$ cat src/rtl/pll_clock_monitor.sv
// Multi-channel PLL output lock monitor: counts synchronised channel edges per window and
// declares lock / sticky fault. Optional capture readback behind macro PLL_MON_CAPTURE_EN.

module pll_mon_chan #(
    parameter int CNT_W = 16
) (
    input  logic             clk,
    input  logic             rst_n,
    input  logic             chan_in,
    input  logic             clear,
    input  logic             count_en,
    input  logic             reload,
    output logic [CNT_W-1:0] count
);
    logic [2:0]       sync_q;
    logic             pulse;
    logic [CNT_W-1:0] cnt_q, cnt_d;

    // sync_q[1] is the synchronised level, sync_q[2] its one-cycle delay
    assign pulse = sync_q[1] & ~sync_q[2];
    assign count = cnt_q;

    always_comb begin
        cnt_d = cnt_q;
        if (clear)
            cnt_d = '0;
        else if (reload)
            cnt_d = CNT_W'(pulse);
        else if (count_en && pulse && (cnt_q != '1))
            cnt_d = cnt_q + CNT_W'(1);
    end

    always_ff @(posedge clk or negedge rst_n) begin
        if (!rst_n) begin
            sync_q <= '0;
            cnt_q  <= '0;
        end else begin
            sync_q <= {sync_q[1:0], chan_in};
            cnt_q  <= cnt_d;
        end
    end
endmodule

module pll_clock_monitor #(
    parameter int                          CHANNELS     = 6,
    parameter int                          CNT_W        = 16,
    parameter int                          WINDOW       = 256,
    parameter logic [CHANNELS*CNT_W-1:0]   EXPECTED     = {CHANNELS{16'd16}},
    parameter int                          TOL          = 1,
    parameter int                          LOCK_WINDOWS = 2
`ifdef PLL_MON_CAPTURE_EN
    , parameter int                        SEL_W        = (CHANNELS > 1) ? $clog2(CHANNELS) : 1
`endif
) (
    input  logic                clk,
    input  logic                rst_n,
    input  logic                enable,
    input  logic                pll_locked,
    input  logic [CHANNELS-1:0] chan_in,
`ifdef PLL_MON_CAPTURE_EN
    input  logic [SEL_W-1:0]    sel,
    output logic [CNT_W-1:0]    meas_count,
`endif
    output logic [CHANNELS-1:0] chan_ok,
    output logic                all_locked,
    output logic                fault,
    output logic [1:0]          state
);
    localparam logic [1:0] S_IDLE = 2'd0;
    localparam logic [1:0] S_WAIT = 2'd1;
    localparam logic [1:0] S_MEAS = 2'd2;
    localparam logic [1:0] S_EVAL = 2'd3;

    localparam int WIN_W = (WINDOW > 1) ? $clog2(WINDOW) : 1;
    localparam int GR_W  = $clog2(LOCK_WINDOWS + 1);
    localparam logic [CNT_W:0] TOL_V = (CNT_W+1)'(TOL);

    logic [1:0]                       lock_q;
    logic                             lock_s, lock_lost;
    logic [1:0]                       state_q, state_d;
    logic [WIN_W-1:0]                 win_q, win_d;
    logic [GR_W-1:0]                  good_q, good_d;
    logic [CHANNELS-1:0]              chan_ok_q, chan_ok_d, ok_w;
    logic                             locked_q, locked_d, fault_q, fault_d;
    logic                             ch_clear;
    logic [CHANNELS-1:0][CNT_W-1:0]   cnt_w;

    assign lock_s    = lock_q[1];
    assign lock_lost = ((state_q == S_MEAS) || (state_q == S_EVAL)) && !lock_s;
    assign ch_clear  = !enable || lock_lost || (state_q == S_IDLE) || (state_q == S_WAIT);

    for (genvar i = 0; i < CHANNELS; i++) begin : g_chan
        localparam logic [CNT_W-1:0] EXP_I = EXPECTED[i*CNT_W +: CNT_W];
        logic [CNT_W:0] diff;

        pll_mon_chan #(.CNT_W(CNT_W)) u_chan (
            .clk      (clk),
            .rst_n    (rst_n),
            .chan_in  (chan_in[i]),
            .clear    (ch_clear),
            .count_en (state_q == S_MEAS),
            .reload   (state_q == S_EVAL),
            .count    (cnt_w[i])
        );

        // one extra bit keeps the absolute difference from wrapping
        assign diff = (cnt_w[i] >= EXP_I) ? ({1'b0, cnt_w[i]} - {1'b0, EXP_I})
                                          : ({1'b0, EXP_I} - {1'b0, cnt_w[i]});
        assign ok_w[i] = (diff <= TOL_V);
    end

    always_comb begin
        state_d   = state_q;
        win_d     = win_q;
        good_d    = good_q;
        chan_ok_d = chan_ok_q;
        locked_d  = locked_q;
        fault_d   = fault_q;
        case (state_q)
            S_IDLE: begin
                chan_ok_d = '0;
                locked_d  = 1'b0;
                fault_d   = 1'b0;
                good_d    = '0;
                if (enable) state_d = S_WAIT;
            end
            S_WAIT: begin
                win_d = '0;
                if (lock_s) state_d = S_MEAS;
            end
            S_MEAS: begin
                win_d = win_q + WIN_W'(1);
                if (win_q == WIN_W'(WINDOW - 1)) state_d = S_EVAL;
            end
            default: begin
                chan_ok_d = ok_w;
                if (&ok_w) begin
                    if (good_q != GR_W'(LOCK_WINDOWS)) good_d = good_q + GR_W'(1);
                end else begin
                    good_d = '0;
                end
                locked_d = (good_d == GR_W'(LOCK_WINDOWS));
                if (locked_q && !(&ok_w)) fault_d = 1'b1;
                win_d   = '0;
                state_d = S_MEAS;
            end
        endcase
        if (lock_lost) begin
            state_d   = S_WAIT;
            win_d     = '0;
            good_d    = '0;
            chan_ok_d = '0;
            locked_d  = 1'b0;
            fault_d   = fault_q | locked_q;
        end
        // disable overrides lock loss and clears the sticky fault
        if (!enable) begin
            state_d   = S_IDLE;
            win_d     = '0;
            good_d    = '0;
            chan_ok_d = '0;
            locked_d  = 1'b0;
            fault_d   = 1'b0;
        end
    end

    always_ff @(posedge clk or negedge rst_n) begin
        if (!rst_n) begin
            lock_q    <= '0;
            state_q   <= S_IDLE;
            win_q     <= '0;
            good_q    <= '0;
            chan_ok_q <= '0;
            locked_q  <= 1'b0;
            fault_q   <= 1'b0;
        end else begin
            lock_q    <= {lock_q[0], pll_locked};
            state_q   <= state_d;
            win_q     <= win_d;
            good_q    <= good_d;
            chan_ok_q <= chan_ok_d;
            locked_q  <= locked_d;
            fault_q   <= fault_d;
        end
    end

    assign chan_ok    = chan_ok_q;
    assign all_locked = locked_q;
    assign fault      = fault_q;
    assign state      = state_q;

`ifdef PLL_MON_CAPTURE_EN
    logic [CHANNELS-1:0][CNT_W-1:0] cap_q;
    logic [CNT_W-1:0]               meas_q;

    always_ff @(posedge clk or negedge rst_n) begin
        if (!rst_n) begin
            cap_q  <= '0;
            meas_q <= '0;
        end else begin
            if (state_q == S_IDLE)      cap_q <= '0;
            else if (state_q == S_EVAL) cap_q <= cnt_w;
            meas_q <= (32'(sel) < CHANNELS) ? cap_q[sel] : '0;
        end
    end

    assign meas_count = meas_q;
`endif
endmodule

$ cat config.mk
export PLATFORM = sky130hd
export DESIGN_NAME = pll_clock_monitor
export DESIGN_NICKNAME = d
export VERILOG_FILES = /design/src/rtl/pll_clock_monitor.sv
export SDC_FILE = /design/constraint.sdc
export NUM_CORES = 1
export LEC_CHECK = 0
export BUFFER_PORTS_ARGS = -buffer_cell sky130_fd_sc_hd__buf_2
export CAP_MARGIN = 20
export CORE_MARGIN = 5
export CORE_UTILIZATION = 50
export DETAILED_ROUTE_END_ITERATION = 10
export GPL_ROUTABILITY_DRIVEN = 0
export PLACE_DENSITY = 0.8
export REMOVE_ABC_BUFFERS = 1
export SYNTH_ARGS = -nofsm -noshare
export SYNTH_HDL_FRONTEND = slang
export SYNTH_SLANG_ARGS = --single-unit
$ cat constraint.sdc
create_clock -name clk -period 2.8 [get_ports clk]
set_input_delay 0.28 -clock clk [delete_from_list [all_inputs] [get_ports clk]]
set_output_delay 0.28 -clock clk [all_outputs]
set_load 0.02 [all_outputs]
==> results of run 1 <==
## metal layers
layer,up-vias,share of wire (%),track usage [%],wire (um)
li1,3469,-,-,-
met1,3391,47,27.8,8960
met2,178,47,30.9,8990
met3,23,5.0,3.95,950
met4,0,1.3,6.63,255
met5,-,0,0,0
## cell families after synthesis
group	count (synthesis)	share of synthesized area, %
compound gates	134	11.1
xor+xnor	96	9.90
fa+ha+maj	43	6.34
buf+inv	96	4.61
flops	136	40.1
mux	8	0.973
simple gates	432	27.0
## final timing paths
kind / start / to / slack [ps] / cells after the start
setup / recovery: g_chan[0].u_chan.count[13] / good_q[0] / 70 / 6
hold / removal: enable / state[0] / 140 / 3
setup reg to reg: g_chan[0].u_chan.count[13] / good_q[0] / 70 / 6
hold reg to reg: g_chan[4].u_chan.sync_q[0] / g_chan[4].u_chan.sync_q[1] / 350 / 0
max in group asynchronous: rst_n / g_chan[3].u_chan.sync_q[1] / 1590 / 3
min in group asynchronous: rst_n / g_chan[2].u_chan.count[10] / 490 / 2
## worst reg2reg max path, stage by stage (launching register included)
cell       delay [ps]
dfrtp_1           420
or4_4             550
or4b_4            590
o31ai_1           360
o2111ai_2         230
nor4_4            330
a31o_1            190
## power by group
part	switching [W]	internal [W]
combinational	0.000528	0.000225
clock	0.000881	0.00125
sequential	0.0000257	0.00200
## metrics by stage
step                area (um2)  cells  hold WS (ps)
finish                    9890   1245           138
global route              9890   1245           135
CTS                       9790   1244           115
detailed placement        9150   1204           338
global placement          9150   1204           333
floorplan                 8310    906         -15.6
## flip-flops by register name (all words and copies together) (netlist names)
register	count
g_chan.u_chan.sync_q	18
all_locked	1
lock_q	2
chan_ok	6
state	2
fault	1
win_q	8
g_chan.u_chan.count	96
good_q	2
## repair_timing
item | CTS | global route
pin swaps | 1 | 5
hold endpoints to repair | 94 | 0
endpoints found under the setup margin | 4 | 4
resized for setup | 0 | 16
buffers inserted | 0 | 1
hold buffers | 8 | 0
## cell usage after synthesis (26+ instances only)
cell / count / area, um2
dfrtp_1: 136 / 3400
nor2_1: 135 / 507
nand2_1: 72 / 270
inv_1: 56 / 210
xnor2_1: 53 / 464
ha_1: 43 / 538
xor2_1: 43 / 377
clkbuf_1: 32 / 120
nand3_1: 32 / 160
nand4_1: 30 / 188
nor3_1: 29 / 145
a21oi_1: 26 / 130
o21ai_0: 26 / 130
## final cells by class
cell class,instances,share of cell area (%)
multi-input combinational,713,48.4
sequential,136,34.4
inverter,57,2.16
clock buffer,19,4.48
timing repair buffer,87,6.52
clock inverter,13,1.20
tap,220,2.78
==> flow_metrics.py, run 1 <==
metrics = {
    "cells_and_area": {
        "drive_gt1_share_pct": 13.9,
        "fin_util_pct": 59.4,
        "multiInputGateArea_um2": 4790,
        "num-nets-final": 1065,
        "fill_cells": 1384,
        "final_common_cell": "dfrtp_1",
        "final-seq-area_um2": 3400,
        "area_delta_synth_final_pct": 16.4,
        "layout_common_cells": "dfrtp_1, nor2_1, nand2_1, buf_4, inv_1",
        "diodes": 0,
    },
    "die": {
        "io_pins": 20,
        "dieArea_um2": 19700,
        "core_um2": 16600,
        "die_h_um": 140,
        "die_w_um": 140,
        "placementRows": 47,
        "initial_core_util_pct": 51.0,
    },
    "cts": {
        "clk_pin_slew_ps": 60,
        "cts_tree": "yes",
        "clockRootBuffer": "clkbuf_16",
        "numCtsBuffers": 17,
        "h-tree-depth": 4,
        "cts.path.max_buffers": 2,
        "cts.sinks": 136,
        "clk_latency_ps": 430,
    },
    "detailed_routing": {
        "wl_per_cell_um": 15.4,
        "drc": 0,
        "drt_iter0_drc": 628,
        "dr.pass1.iters": 5,
        "num_vias": 7061,
        "routed_wirelength_um": 19200,
        "viasPerCell": 5.67,
        "ant_nets": 0,
    },
    "sta": {
        "period_needed_ps": 2730,
        "finalHoldViolCount": 0,
        "fin_setup_tns_ps": 0,
        "setup_ws_ps": 68.8,
        "slew_violations": 0,
        "tightestPinTransition_ps": 833,
        "rsz0062_at_grt": "true",
        "timing.fmax_ghz": 0.366,
        "timing.final.crit_share_pct": 97.5,
        "max_slew_margin_pct": 44.5,
        "setup_violations": 0,
        "fin_skew_ps": 13.3,
    },
    "critical_path": {
        "worstPathCellList": "or4_4 > or4b_4 > o31ai_1 > o2111ai_2 > nor4_4 > a31o_1",
        "cp_data_required_time_ps": 3170,
        "crit_fanout": 5,
        "crit_path_top_delay_cell": "or4b_4",
        "cp_top_family": "simple AND/OR/NAND/NOR gates",
        "path_class": "reg2reg",
        "end_kind": "register",
        "cp-start-kind": "register",
        "critical-path-max-stage-delay_ps": 590,
        "path_buf_inv": 0,
        "cp.arrival_ps": 3100,
    },
    "place": {
        "dp_slack_ps": -40.9,
        "hpwl_um": 13100,
        "io_buffers": 19,
    },
    "global_route": {
        "antenna_found_initial": 0,
        "grt_remaining_overflow": 0,
        "grt_usage_pct": 19.8,
        "grt_pass1_wl_um": 32700,
        "grt_max_degree": 90,
        "first_global_vias": 6872,
    },
    "yosys": {
        "synthArstFlopShare_pct": 100,
        "synth_area_per_cell_um2": 8.98,
        "ys_ff_latch": 136,
        "ys.flop_type": "dfrtp_1",
        "synth_cells": 945,
        "synth.distinct_cells": 76,
        "synth-edff-count": 0,
        "netlist_area_um2": 8490,
        "ys_seq_area_share_pct": 40.1,
        "ys_warn_count": 0,
    },
    "power_and_ir_drop": {
        "total_leakage_power_nw": 4.32,
        "power_w": 0.00491,
        "cellPowerDensity_nw_per_um2": 497,
        "ir_drop_uv": 474,
    },
    "flow_run": {
        "drv_cap": 0,
    },
    "status": {
        "status": "finished, final reports clean",
    },
    "min_path": {
        "worstHoldPathType": "in2reg",
    },
}
Power figures use the tool's default switching activity.
==> run 2: changes to the inputs <==
--- a/config.mk
+++ b/config.mk
@@ -8,10 +8,10 @@
 export BUFFER_PORTS_ARGS = -buffer_cell sky130_fd_sc_hd__buf_2
 export CAP_MARGIN = 20
 export CORE_MARGIN = 5
-export CORE_UTILIZATION = 50
+export CORE_UTILIZATION = 42
 export DETAILED_ROUTE_END_ITERATION = 10
 export GPL_ROUTABILITY_DRIVEN = 0
-export PLACE_DENSITY = 0.8
+export PLACE_DENSITY = 0.7
 export REMOVE_ABC_BUFFERS = 1
 export SYNTH_ARGS = -nofsm -noshare
 export SYNTH_HDL_FRONTEND = slang
==> run 2 against run 1 <==
  * Sequential cell count unchanged
  * Die area grew 18%
  * Sequential share of layout area decreased by 1.2 points
  * Critical path type unchanged
  * Critical endpoint is now good_q[1]
  * Largest power group unchanged
==> flow_metrics.py, run 2 (synthesis results as in run 1) <==
metrics = {
    "status": {
        "status": "finished, final reports clean",
    },
    "detailed_routing": {
        "num_vias": 7095,
        "drt_iter0_drc": 466,
        "routed_wirelength_um": 19500,
        "viasPerCell": 5.43,
        "wl_per_cell_um": 14.9,
        "dr.pass1.iters": 5,
        "ant_nets": 0,
        "drc": 0,
    },
    "critical_path": {
        "cp_data_required_time_ps": 3160,
        "crit_fanout": 6,
        "critPathLaunch": "g_chan[3].u_chan.count[4]",
        "cp.arrival_ps": 3130,
        "end_kind": "register",
        "path_class": "reg2reg",
        "cp-start-kind": "register",
        "reg2reg_depth": 9,
        "r2r_start": "g_chan[3].u_chan.count[4]",
    },
    "cts": {
        "numCtsBuffers": 17,
        "cts.path.max_buffers": 2,
        "cts.sinks": 136,
        "clockRootBuffer": "clkbuf_16",
        "clk_latency_ps": 420,
        "clk_pin_slew_ps": 60,
        "h-tree-depth": 4,
        "cts_tree": "yes",
    },
    "sta": {
        "max_slew_margin_pct": 51.8,
        "timing.final.crit_share_pct": 99.0,
        "finalHoldViolCount": 0,
        "fin_setup_tns_ps": 0,
        "slew_violations": 0,
        "tightestPinTransition_ps": 716,
        "timing.fmax_ghz": 0.361,
        "period_needed_ps": 2770,
        "fin_skew_ps": 12.6,
        "setup_violations": 0,
    },
    "cells_and_area": {
        "diodes": 0,
        "drive_gt1_share_pct": 16.9,
        "layout_common_cells": "nor2_1, dfrtp_1, nand2_1, buf_4, inv_1",
        "num-nets-final": 1077,
        "area_delta_synth_final_pct": 20.8,
        "largest_register_ffs": 96,
    },
    "power_and_ir_drop": {
        "power_w": 0.00519,
        "ir_drop_uv": 481,
        "cellPowerDensity_nw_per_um2": 506,
        "total_leakage_power_nw": 4.47,
    },
    "min_path": {
        "min_from": "enable",
        "min_path_cells": 3,
        "worstHoldPathType": "in2reg",
    },
    "global_route": {
        "antenna_found_initial": 0,
        "first_global_vias": 6929,
        "grt_usage_pct": 16.7,
        "grt_remaining_overflow": 0,
        "grt_max_degree": 69,
        "grt_pass1_wl_um": 33100,
    },
    "die": {
        "placementRows": 52,
        "die_h_um": 152,
        "core_um2": 20000,
        "initial_core_util_pct": 42.4,
        "io_pins": 20,
        "dieArea_um2": 23200,
        "die_w_um": 152,
    },
    "place": {
        "hpwl_um": 13400,
        "io_buffers": 19,
    },
    "flow_run": {
        "drv_cap": 0,
    },
}
[run 2: layout make-up]
class,count,area [um2]
clock buffers,18,429
clock inverters,14,198
fillers,1860,9780
inverters,57,214
multi-input cells,713,4910
flip-flops and latches,136,3410
well taps,270,338
repair buffers,99,757
[run 2: where the power goes]
part / internal, W / switching [W]
combinational: 0.000263 / 0.000517
clock: 0.00150 / 0.000878
sequential: 0.00200 / 0.0000354
total: 0.00376 / 0.00143
[run 2: final timing paths]
kind                                        endpoint  slack, ps
setup / recovery                           good_q[1]         30
hold / removal                              state[0]        130
hold reg to reg                            lock_q[1]        350
min in group asynchronous  g_chan[2].u_chan.count[7]        410
setup reg to reg                           good_q[1]         30
max in group asynchronous  g_chan[1].u_chan.count[1]       1600
[run 2: routing by layer]
layer | up-vias | global-route usage (%) | part of all wire (%)
li1 | 3494 | - | -
met1 | 3428 | 22.8 | 47
met2 | 146 | 27.2 | 47
met3 | 27 | 3.81 | 4.2
met4 | 0 | 4.20 | 1.3
met5 | - | 0 | 0
[run 2: repair_timing]
item,CTS,global route
hold buffers,8,0
pin swaps,1,9
hold endpoints to repair,73,0
endpoints found under the setup margin,4,5
setup buffers,0,7
gates resized for setup,2,39
[run 2: metrics by stage]
stage	util, %	hold WS, ps	setup slack [ps]	cell area [um2]	std cells
after CTS	49.9	112	3.72	9990	1299
after detailed placement	46.3	327	-49.0	9280	1259
after global placement	46.3	324	-3.80	9280	1259
final	51.2	132	29.2	10300	1307
after global routing	51.2	123	-82.9	10300	1307
after floorplan	-	-15.6	-664	8310	906
[run 2: critical path, stage by stage (launching register included)]
cell and delay, ps:
dfrtp_1 380, buf_4 160, or4_4 620, buf_4 180, o22ai_1 160, o311a_1 240, and4bb_2 260, nand4bb_4 130
nor4_4 360, a31o_1 200
==> run 3: changes to the inputs <==
--- a/config.mk
+++ b/config.mk
@@ -5,6 +5,7 @@
 export SDC_FILE = /design/constraint.sdc
 export NUM_CORES = 1
 export LEC_CHECK = 0
+export ABC_CLOCK_PERIOD_IN_PS = 2800
 export BUFFER_PORTS_ARGS = -buffer_cell sky130_fd_sc_hd__buf_2
 export CAP_MARGIN = 20
 export CORE_MARGIN = 5
@@ -15,4 +16,5 @@
 export REMOVE_ABC_BUFFERS = 1
 export SYNTH_ARGS = -nofsm -noshare
 export SYNTH_HDL_FRONTEND = slang
+export SYNTH_HIERARCHICAL = 1
 export SYNTH_SLANG_ARGS = --single-unit
==> run 3 against run 2 <==
  * Hold slack improved by 8.4 ps
  * The run now ends with negative setup slack left
  * Critical path depth decreased by 1
  * Design area is 15% higher
  * Largest power group unchanged
  * Maximum frequency decreased by 8.0%
  * Wire length grew 35%
==> flow_metrics.py, run 3 <==
metrics = {
    "yosys": {
        "synth.distinct_cells": 74,
        "ys.flop_type": "dfrtp_1",
        "synth_area_per_cell_um2": 8.68,
        "netlist_area_um2": 9550,
        "synth_cells": 1100,
        "ys_seq_area_share_pct": 35.6,
        "yosys-top-cells-count": "dfrtp_1, nand2_1, a21oi_1",
        "synthArstFlopShare_pct": 100,
        "synth_top_area_share_pct": 35.6,
        "ys_warn_count": 6,
        "ys_ff_latch": 136,
        "synthTopCellsByArea": "dfrtp_1, nand2_1, ha_1, mux2i_1, a21oi_1",
        "synth_area_leader_cell": "dfrtp_1",
        "yosys.cell_count.top_type": "dfrtp_1",
        "synth-edff-count": 0,
    },
    "place": {
        "hpwl_um": 18300,
        "io_buffers": 19,
        "place_area_um2": 10900,
        "dpl.cell_count": 1515,
    },
    "cts": {
        "cts.path.max_buffers": 2,
        "clockRootBuffer": "clkbuf_16",
        "numCtsBuffers": 17,
        "cts.sinks": 136,
        "clk_latency_ps": 440,
        "cts_tree": "yes",
        "clk_pin_slew_ps": 60,
        "h-tree-depth": 4,
    },
    "critical_path": {
        "reg2reg_setup_slack_ps": -210,
        "r2r_start": "g_chan[0].u_chan/count[4]",
        "path_class": "reg2reg",
        "critPathLaunch": "g_chan[0].u_chan/count[4]",
        "crit_fanout": 4,
        "reg2reg_depth": 8,
        "end_kind": "register",
        "r2r_end": "fault",
        "cp_data_required_time_ps": 3120,
        "cp.arrival_ps": 3330,
        "cp-start-kind": "register",
    },
    "power_and_ir_drop": {
        "clkPwrFrac_pct": 42.3,
        "p_sw_w": 0.00175,
        "power.internal_w": 0.00373,
        "p_sw_share_pct": 31.9,
        "combPwrFrac_pct": 20.6,
        "total_leakage_power_nw": 4.99,
        "cellPowerDensity_nw_per_um2": 465,
        "ir_drop_uv": 251,
        "seqPwrFrac_pct": 37.1,
    },
    "cells_and_area": {
        "multiInputGateArea_um2": 5960,
        "diodes": 0,
        "design_area_um2": 11800,
        "num-nets-final": 1311,
        "final_cells": 1562,
        "final_common_cell": "buf_4",
        "drive_gt1_share_pct": 19.8,
        "largest_register_ffs": 96,
        "fill_cells": 2058,
        "area_delta_synth_final_pct": 23.4,
        "final-seq-area_um2": 3400,
        "layout_common_cells": "buf_4, dfrtp_1, nand2_1, a21oi_1, nor2_1",
    },
    "min_path": {
        "min_to": "state[1]",
        "worstHoldPathType": "in2reg",
        "min_from": "enable",
        "min_path_cells": 3,
    },
    "global_route": {
        "grt_max_degree": 57,
        "grt_pass1_wl_um": 44300,
        "first_global_vias": 9075,
        "antenna_found_initial": 0,
        "grt_remaining_overflow": 0,
        "grt_usage_pct": 20.4,
    },
    "die": {
        "die_h_um": 161,
        "placementRows": 55,
        "core_um2": 22500,
        "io_pins": 20,
        "die_w_um": 161,
        "initial_core_util_pct": 42.4,
        "dieArea_um2": 25900,
    },
    "flow_run": {
        "drv_cap": 0,
    },
    "sta": {
        "timing.final.crit_share_pct": 108,
        "tightestPinTransition_ps": 575,
        "fin_skew_ps": 15.4,
        "period_needed_ps": 3010,
        "max_slew_margin_pct": 61.3,
        "setup_ws_ps": -213,
        "finalHoldViolCount": 0,
        "setup_violations": 4,
        "slew_violations": 0,
        "rsz0062_at_grt": "true",
        "timing.fmax_ghz": 0.332,
    },
    "detailed_routing": {
        "drc": 0,
        "routed_wirelength_um": 26400,
        "viasPerCell": 6.06,
        "ant_nets": 0,
        "num_vias": 9471,
        "wl_per_cell_um": 16.9,
        "drt_iter0_drc": 826,
        "dr.pass1.iters": 5,
    },
    "status": {
        "status": "finished, violations left",
        "violations": "negative setup slack",
    },
}
-- run 3: worst max-delay path by stage --
stage	to	slack (ps)	cells after the start
floorplan	g_chan[4].u_chan/count[7]	-690	8
global placement	fault	-260	9
detailed placement	fault	-300	9
CTS	fault	-170	8
global route	fault	-260	8
finish	fault	-210	8
-- run 3: logic make-up (layout without fill, tap and decap cells) --
group	count (synthesis)	count (layout)	synth area share (%)
AND/OR/NAND/NOR	540	540	33.5
AO/OA/AOI/OAI	264	264	18.0
flip-flops	136	136	35.6
buffers and inverters	75	252	3.03
multiplexers	43	43	4.53
adder cells (fa/ha/maj)	38	38	4.95
XOR/XNOR	4	4	0.367
-- run 3: critical path, cell delays in order (launching register included) --
cell     delay [ps]
dfrtp_1         410
or4_4           580
o31a_2          320
nor3_2          130
mux2i_1          90
o22a_2          230
or4_1           490
or4_4           450
o21a_1          200
-- run 3: metrics by stage --
stage                     hold WS, ps  TNS, ps  util, %  power [W]  setup WS [ps]
after detailed placement          287     -903     48.6    0.00318           -300
final                             140     -561     52.4    0.00548           -213
after global routing              139     -795     52.4    0.00574           -261
after CTS                         120     -408     52.0    0.00553           -170
after floorplan                 -15.6   -40010        -    0.00271           -692
after global placement            282     -736     48.6    0.00315           -257
-- run 3: power groups by stage --
stage                     Sequential, W  Clock (W)  Combinational (W)
final                           0.00203    0.00232            0.00113
after global routing            0.00204    0.00247            0.00124
after CTS                       0.00203    0.00237            0.00112
after detailed placement        0.00207          0            0.00111
after global placement          0.00207          0            0.00108
after floorplan                 0.00209          0           0.000619
-- run 3: layout make-up --
cell class | count | share of cell area (%)
multi-input combinational | 889 | 50.6
timing repair buffer | 171 | 10.8
clock inverter | 14 | 1.40
sequential | 136 | 28.9
tap | 285 | 3.03
inverter | 49 | 1.56
clock buffer | 18 | 3.73
-- run 3: per-layer routing --
metal,track usage [%],vias up,share of wire [%]
met3,3.87,54,5.0
met2,33.9,296,48
met1,27.0,4523,45
li1,-,4598,-
met4,6.28,0,2.1
met5,0,-,0
-- run 3: timing repair --
item	4_1_cts	5_1_grt
hold buffers	8	0
pin swaps	10	6
hold endpoints to repair	59	0
cloned	0	0
buffers inserted	4	3
setup endpoints to repair	4	10
resized for setup	14	12
